<file path="src/rtl/stopwatch_core_pkg.sv">
// Shared definitions for the stopwatch core: FSM state encoding, timebase
// default and the BCD digit limit.
package stopwatch_core_pkg;

   typedef enum logic [1:0] {
      StIdle   = 2'd0,
      StRun    = 2'd1,
      StPaused = 2'd2,
      StLap    = 2'd3
   } sw_state_e;

   // clk cycles per 10 ms tick at 100 MHz
   localparam int unsigned TickDivDefault = 1_000_000;

   localparam logic [3:0] BcdMax = 4'd9;

endpackage

</file>
<file path="src/rtl/stopwatch_core_bcd_digit_counter.sv">
// Single BCD digit (0-9) with increment, clear and combinational carry.
// Ports:
//   clk       - system clock
//   reset     - synchronous active-low reset
//   inc       - advance the digit this cycle
//   clr       - force the digit to 0 (wins over inc)
//   digit     - current digit value
//   carry_out - inc while at 9; feeds the next digit's inc in the same cycle
module bcd_digit_counter
   import stopwatch_core_pkg::*;
(
   input  logic       clk,
   input  logic       reset,
   input  logic       inc,
   input  logic       clr,
   output logic [3:0] digit,
   output logic       carry_out
);

   logic [3:0] digit_q, digit_d;

   always_comb begin
      digit_d = digit_q;
      if (clr) begin
         digit_d = 4'd0;
      end else if (inc) begin
         digit_d = (digit_q == BcdMax) ? 4'd0 : digit_q + 4'd1;
      end
   end

   always_ff @(posedge clk) begin
      if (!reset) begin
         digit_q <= 4'd0;
      end else begin
         digit_q <= digit_d;
      end
   end

   assign digit     = digit_q;
   assign carry_out = inc && (digit_q == BcdMax);

endmodule

</file>
<file path="src/rtl/stopwatch_core.sv">
// Stopwatch timebase and control FSM. Counts SS.cc in BCD from 00.00 to
// 99.99, with start/stop, lap freeze, clear and sticky overflow saturation.
// Ports:
//   clk, reset             - clock, synchronous active-low reset
//   enable_stopwatch       - qualifies the button pulses (not counting)
//   btn_start_stop         - start / stop / resume pulse
//   btn_lap_reset          - lap freeze/release, or clear when paused
//   stop_time_0..3         - displayed digits, hundredths ones .. seconds tens
//   running, lap_active    - registered decodes of the FSM state
//   overflow               - sticky saturation flag
module stopwatch_core
   import stopwatch_core_pkg::*;
#(
   parameter int unsigned TICK_DIV = TickDivDefault
) (
   input  logic       clk,
   input  logic       reset,
   input  logic       enable_stopwatch,
   input  logic       btn_start_stop,
   input  logic       btn_lap_reset,
   output logic [3:0] stop_time_0,
   output logic [3:0] stop_time_1,
   output logic [3:0] stop_time_2,
   output logic [3:0] stop_time_3,
   output logic       running,
   output logic       lap_active,
   output logic       overflow
);

   localparam int unsigned PreW = (TICK_DIV > 1) ? $clog2(TICK_DIV) : 1;
   localparam logic [PreW-1:0] PreMax = PreW'(TICK_DIV - 1);

   sw_state_e       state_q, state_d;
   logic [PreW-1:0] presc_q, presc_d;
   logic [15:0]     snap_q, snap_d;
   logic            ovf_q, ovf_d;
   logic            running_q, lap_q;

   logic [3:0]  digit [4];
   logic [3:0]  carry;
   logic [3:0]  inc;
   logic [15:0] count;
   logic        active, tick, at_max, ss, lr, clr;
   logic        unused_top_carry;

   assign active = (state_q == StRun) || (state_q == StLap);
   assign tick   = active && (presc_q == PreMax);
   assign count  = {digit[3], digit[2], digit[1], digit[0]};
   assign at_max = (count == 16'h9999);
   assign ss     = enable_stopwatch && btn_start_stop;
   // start/stop has priority over a simultaneous lap/reset pulse
   assign lr     = enable_stopwatch && btn_lap_reset && !btn_start_stop;

   // Saturation: the first digit is never advanced past 99.99
   assign inc = {carry[2:0], tick && !at_max};
   assign unused_top_carry = carry[3];

   for (genvar g = 0; g < 4; g++) begin : g_digit
      bcd_digit_counter u_digit (
         .clk      (clk),
         .reset    (reset),
         .inc      (inc[g]),
         .clr      (clr),
         .digit    (digit[g]),
         .carry_out(carry[g])
      );
   end

   always_comb begin
      state_d = state_q;
      presc_d = presc_q;
      snap_d  = snap_q;
      ovf_d   = ovf_q;
      clr     = 1'b0;

      if (active) begin
         presc_d = tick ? '0 : presc_q + 1'b1;
      end

      case (state_q)
         StIdle: begin
            if (ss) state_d = StRun;
         end
         StRun: begin
            if (ss) begin
               state_d = StPaused;
            end else if (lr) begin
               state_d = StLap;
               snap_d  = count;  // pre-increment value, even on a tick edge
            end
         end
         StLap: begin
            if (ss) begin
               state_d = StPaused;
            end else if (lr) begin
               state_d = StRun;
            end
         end
         StPaused: begin
            if (ss) begin
               if (!ovf_q) state_d = StRun;
            end else if (lr) begin
               state_d = StIdle;
               presc_d = '0;
               ovf_d   = 1'b0;
               clr     = 1'b1;
            end
         end
         default: state_d = StIdle;
      endcase

      if (tick && at_max) begin
         state_d = StPaused;
         ovf_d   = 1'b1;
      end
   end

   always_ff @(posedge clk) begin
      if (!reset) begin
         state_q   <= StIdle;
         presc_q   <= '0;
         snap_q    <= '0;
         ovf_q     <= 1'b0;
         running_q <= 1'b0;
         lap_q     <= 1'b0;
      end else begin
         state_q   <= state_d;
         presc_q   <= presc_d;
         snap_q    <= snap_d;
         ovf_q     <= ovf_d;
         running_q <= (state_d == StRun) || (state_d == StLap);
         lap_q     <= (state_d == StLap);
      end
   end

   logic [15:0] disp;
   assign disp = (state_q == StLap) ? snap_q : count;

   assign stop_time_0 = disp[3:0];
   assign stop_time_1 = disp[7:4];
   assign stop_time_2 = disp[11:8];
   assign stop_time_3 = disp[15:12];
   assign running     = running_q;
   assign lap_active  = lap_q;
   assign overflow    = ovf_q;

endmodule
</file>
<file path="config.mk">
export PLATFORM = sky130hd
export DESIGN_NAME = stopwatch_core
export DESIGN_NICKNAME = d
export VERILOG_FILES = /design/src/rtl/stopwatch_core_pkg.sv /design/src/rtl/stopwatch_core_bcd_digit_counter.sv /design/src/rtl/stopwatch_core.sv
export SDC_FILE = /design/constraint.sdc
export NUM_CORES = 1
export LEC_CHECK = 0
export ABC_AREA = 1
export BUFFER_PORTS_ARGS = -buffer_cell sky130_fd_sc_hd__buf_4
export CORE_MARGIN = 8
export CORE_UTILIZATION = 45
export CTS_CLUSTER_SIZE = 8
export DETAILED_ROUTE_END_ITERATION = 8
export MAX_ROUTING_LAYER = met4
export SETUP_SLACK_MARGIN = 0.15
export SYNTH_ARGS = -nofsm -noshare
export SYNTH_HDL_FRONTEND = slang
export SYNTH_SLANG_ARGS = --single-unit
</file>
<file path="constraint.sdc">
create_clock -name clk -period 3.2 [get_ports clk]
set_input_delay 0.16 -clock clk [delete_from_list [all_inputs] [get_ports clk]]
set_output_delay 0.16 -clock clk [all_outputs]
set_load 0.05 [all_outputs]
</file>
==> flow_summary.ini <==
[cts]
numCtsBuffers = 5
cts_num_sinks = 56
htree_levels = 2
clock_path_buffers = 2
clockRootBuffer = clkbuf_8
cts_tree = done
clk_latency_ps = 310
clkTransAtPathRegs_ps = 100
hold_buffers = 0
post_cts_resized = 0
post-cts-setup-buffer-count = 0

[power_and_ir_drop]
power.density_nw_per_um2 = 402
leakage_uw = 0.00125
ir_drop_v = 0.000241

[worst_hold_path]
hp-class = input pin to flop
hold_path_end = snap_q[2]$_SDFFE_PN0P_
hold_depth = 3
hold_start = reset

[critical_path]
slowest_delay_ps = 660
reg2reg_depth = 9
endpoint_kind = primary output
crit_arrival_ps = 2190
cp.required_ps = 3040
cp_slowest_cell = nand2_1
crit_family = simple AND/OR/NAND/NOR gates
regToRegEndpoint = presc_q[0]$_SDFF_PN0_
worstSetupPathType = flop to primary output
cp_max_fo = 32
crit_buf_inv = 1
start_kind = flop
rrSetupSlack_ps = 1000
path_cells = nand2_1, a21oi_1, buf_4
regToRegStartpoint = running$_SDFF_PN0_

[timing]
fmax_mhz = 425
setup_tns_ps = 0
finalCriticalPeriod_ps = 2350
drv_slew = 0
hold_viol_final = 0
relSlewSlack_pct = 36.7
finClkSkew_ps = 11.5
rsz0062_at_grt = false
worstMarginPinSlew_ps = 948
period_share_pct = 73.6
finalSetupViolCount = 0

[floorplan]
start_util_pct = 45.7
core_um2 = 6200
pin_count = 24
die_y_um = 95.3
die_w_um = 95.3
row_count = 29
die_area_um2 = 9090

[finish]
seq_area_um2 = 1120
multi_input_area_um2 = 1490
final_nets = 437
drive_above_1_share_pct = 14.4
final_cell_area_um2 = 3190
syn_to_final_growth_pct = 12.8
fillCellCount = 634
diodes = 0
final_cells = 509

[synth]
synth_area_um2 = 2830
ys_seq_area_share_pct = 39.6
syn_area_per_cell_um2 = 6.91
ys_seq_elements = 56
syn_nets = 416
yosysWarnings = 0
netlist_instances = 410
yosysUniqueCellTypes = 32

[global_routing]
gr-usage-all-layers_pct = 15.9
overflow = 0
first_global_vias = 2519
grt_max_degree = 33
antenna_found_initial = 0
grt_pass1_wl_um = 11500

[routing]
drt-initial-drc-count = 114
post_drt_via_cell_ratio = 5.18
route.vias.total = 2635
wl_per_cell_um = 12.8
ant_nets = 0
drc = 0
wl_um = 6530
dr.pass1.iters = 4

[placed_design]
place_congestion = 0.851
place_area_um2 = 3070
hpwl_um = 4820
port_buffers = 23
place_inst = 501

[status]
status = finished clean

[job]
maxCapViolations = 0
routing by layer:
metal	track usage [%]	wire, um
met2	26.1	3010
met4	4.42	68
met5	-	0
met1	19.2	3270
met3	3.15	183
power by group:
part           total (uW)  switching [uW]  leakage, uW  internal (uW)
clock                 505             229    0.0000645            277
sequential            712            7.88     0.000452            704
combinational        65.9            45.9     0.000738           20.0
cell usage after synthesis (all sizes together):
library cell	number	area, um2
a211oi	2	15.0
a21oi	58	290
a22oi	1	7.51
and3	2	12.5
buf	3	15.0
clkbuf	7	26.3
clkinv	1	3.75
dfxtp	56	1120
ha	1	12.5
inv	48	180
nand2	74	300
nand3	18	118
nand4	7	43.8
nor2	69	315
nor3	17	100
nor4	2	12.5
o21a	1	7.51
o21ai	32	160
o22ai	1	6.26
o32ai	1	8.76
or2	1	6.26
xnor2	2	17.5
xor2	6	52.6
cells by family after synthesis:
group                      count (synthesis)  synth area share, %
and+or+nand+nor                          190                 32.1
AOI/OAI and AO/OA                         96                 17.5
buffers and inverters                     59                 7.95
DFF                                       56                 39.6
xor gates and xnor gates                   8                 2.47
adders and majority gates                  1                0.442
cells in the final DEF, fill, tap and decap left out:
cell type / count
and3_1: 2
nor2_4: 2
o21ai_0: 32
o21a_1: 1
dfxtp_1: 56
nor3_2: 3
a22oi_1: 1
nand2_1: 67
nor2_8: 1
inv_2: 2
bufinv_16: 1
inv_1: 46
a21oi_1: 58
nand4_1: 7
o32ai_1: 1
ha_1: 1
nand3_2: 3
nand2_2: 6
nand3_4: 1
nor2_2: 10
or2_2: 1
clkinv_1: 1
nand3_1: 14
clkbuf_8: 7
xor2_1: 6
buf_4: 24
nor3_1: 14
nand2_4: 1
o22ai_1: 1
xnor2_1: 2
nor4_1: 2
a211oi_1: 2
nor2_1: 56
state kept, by name, indices dropped and copies added, names as in the netlist:
name,flops
state_q,1
g_digit.u_digit.digit,16
running,1
presc_q,20
lap_active,1
snap_q,16
overflow,1
worst max path at each step:
stage / from / end / slack (ps) / depth (start not counted)
after floorplan: running$_SDFF_PN0_ / stop_time_1[1] / 970 / 4
after global placement: running$_SDFF_PN0_ / presc_q[0]$_SDFF_PN0_ / 1130 / 9
after detailed placement: running$_SDFF_PN0_ / presc_q[0]$_SDFF_PN0_ / 1000 / 9
after CTS: running$_SDFF_PN0_ / stop_time_1[3] / 810 / 3
after global routing: running$_SDFF_PN0_ / stop_time_2[2] / 550 / 4
final: running$_SDFF_PN0_ / stop_time_1[3] / 850 / 3
worst register-to-register path, delay by kind of cell (launching register included):
| family | cells | cell delay (ps) |
|---|---|---|
| buffers and inverters | 2 | 340 |
| flip-flops | 1 | 630 |
| AO/OA/AOI/OAI | 1 | 70 |
| AND/OR/NAND/NOR | 6 | 1040 |
through the flow:
step           hold WS [ps]  setup slack (ps)  total power, uW  util [%]
5_1_grt                 193               550             1330      51.5
3_3_place_gp            457              1130              793      49.4
2_1_floorplan           298               968              773         -
6_report                180               846             1280      51.5
3_5_place_dp            461              1000              795      49.4
4_1_cts                 173               814             1300      51.5
cell type report:
class                      instances  share of cell area, %
multi-input combinational        295                   46.5
sequential                        56                   35.1
inverter                          49                   5.76
timing repair buffer              24                   5.64
clock buffer                       7                   3.02
tap                               77                   3.02
clock inverter                     1                  0.940
Power figures use the tool's default switching activity.
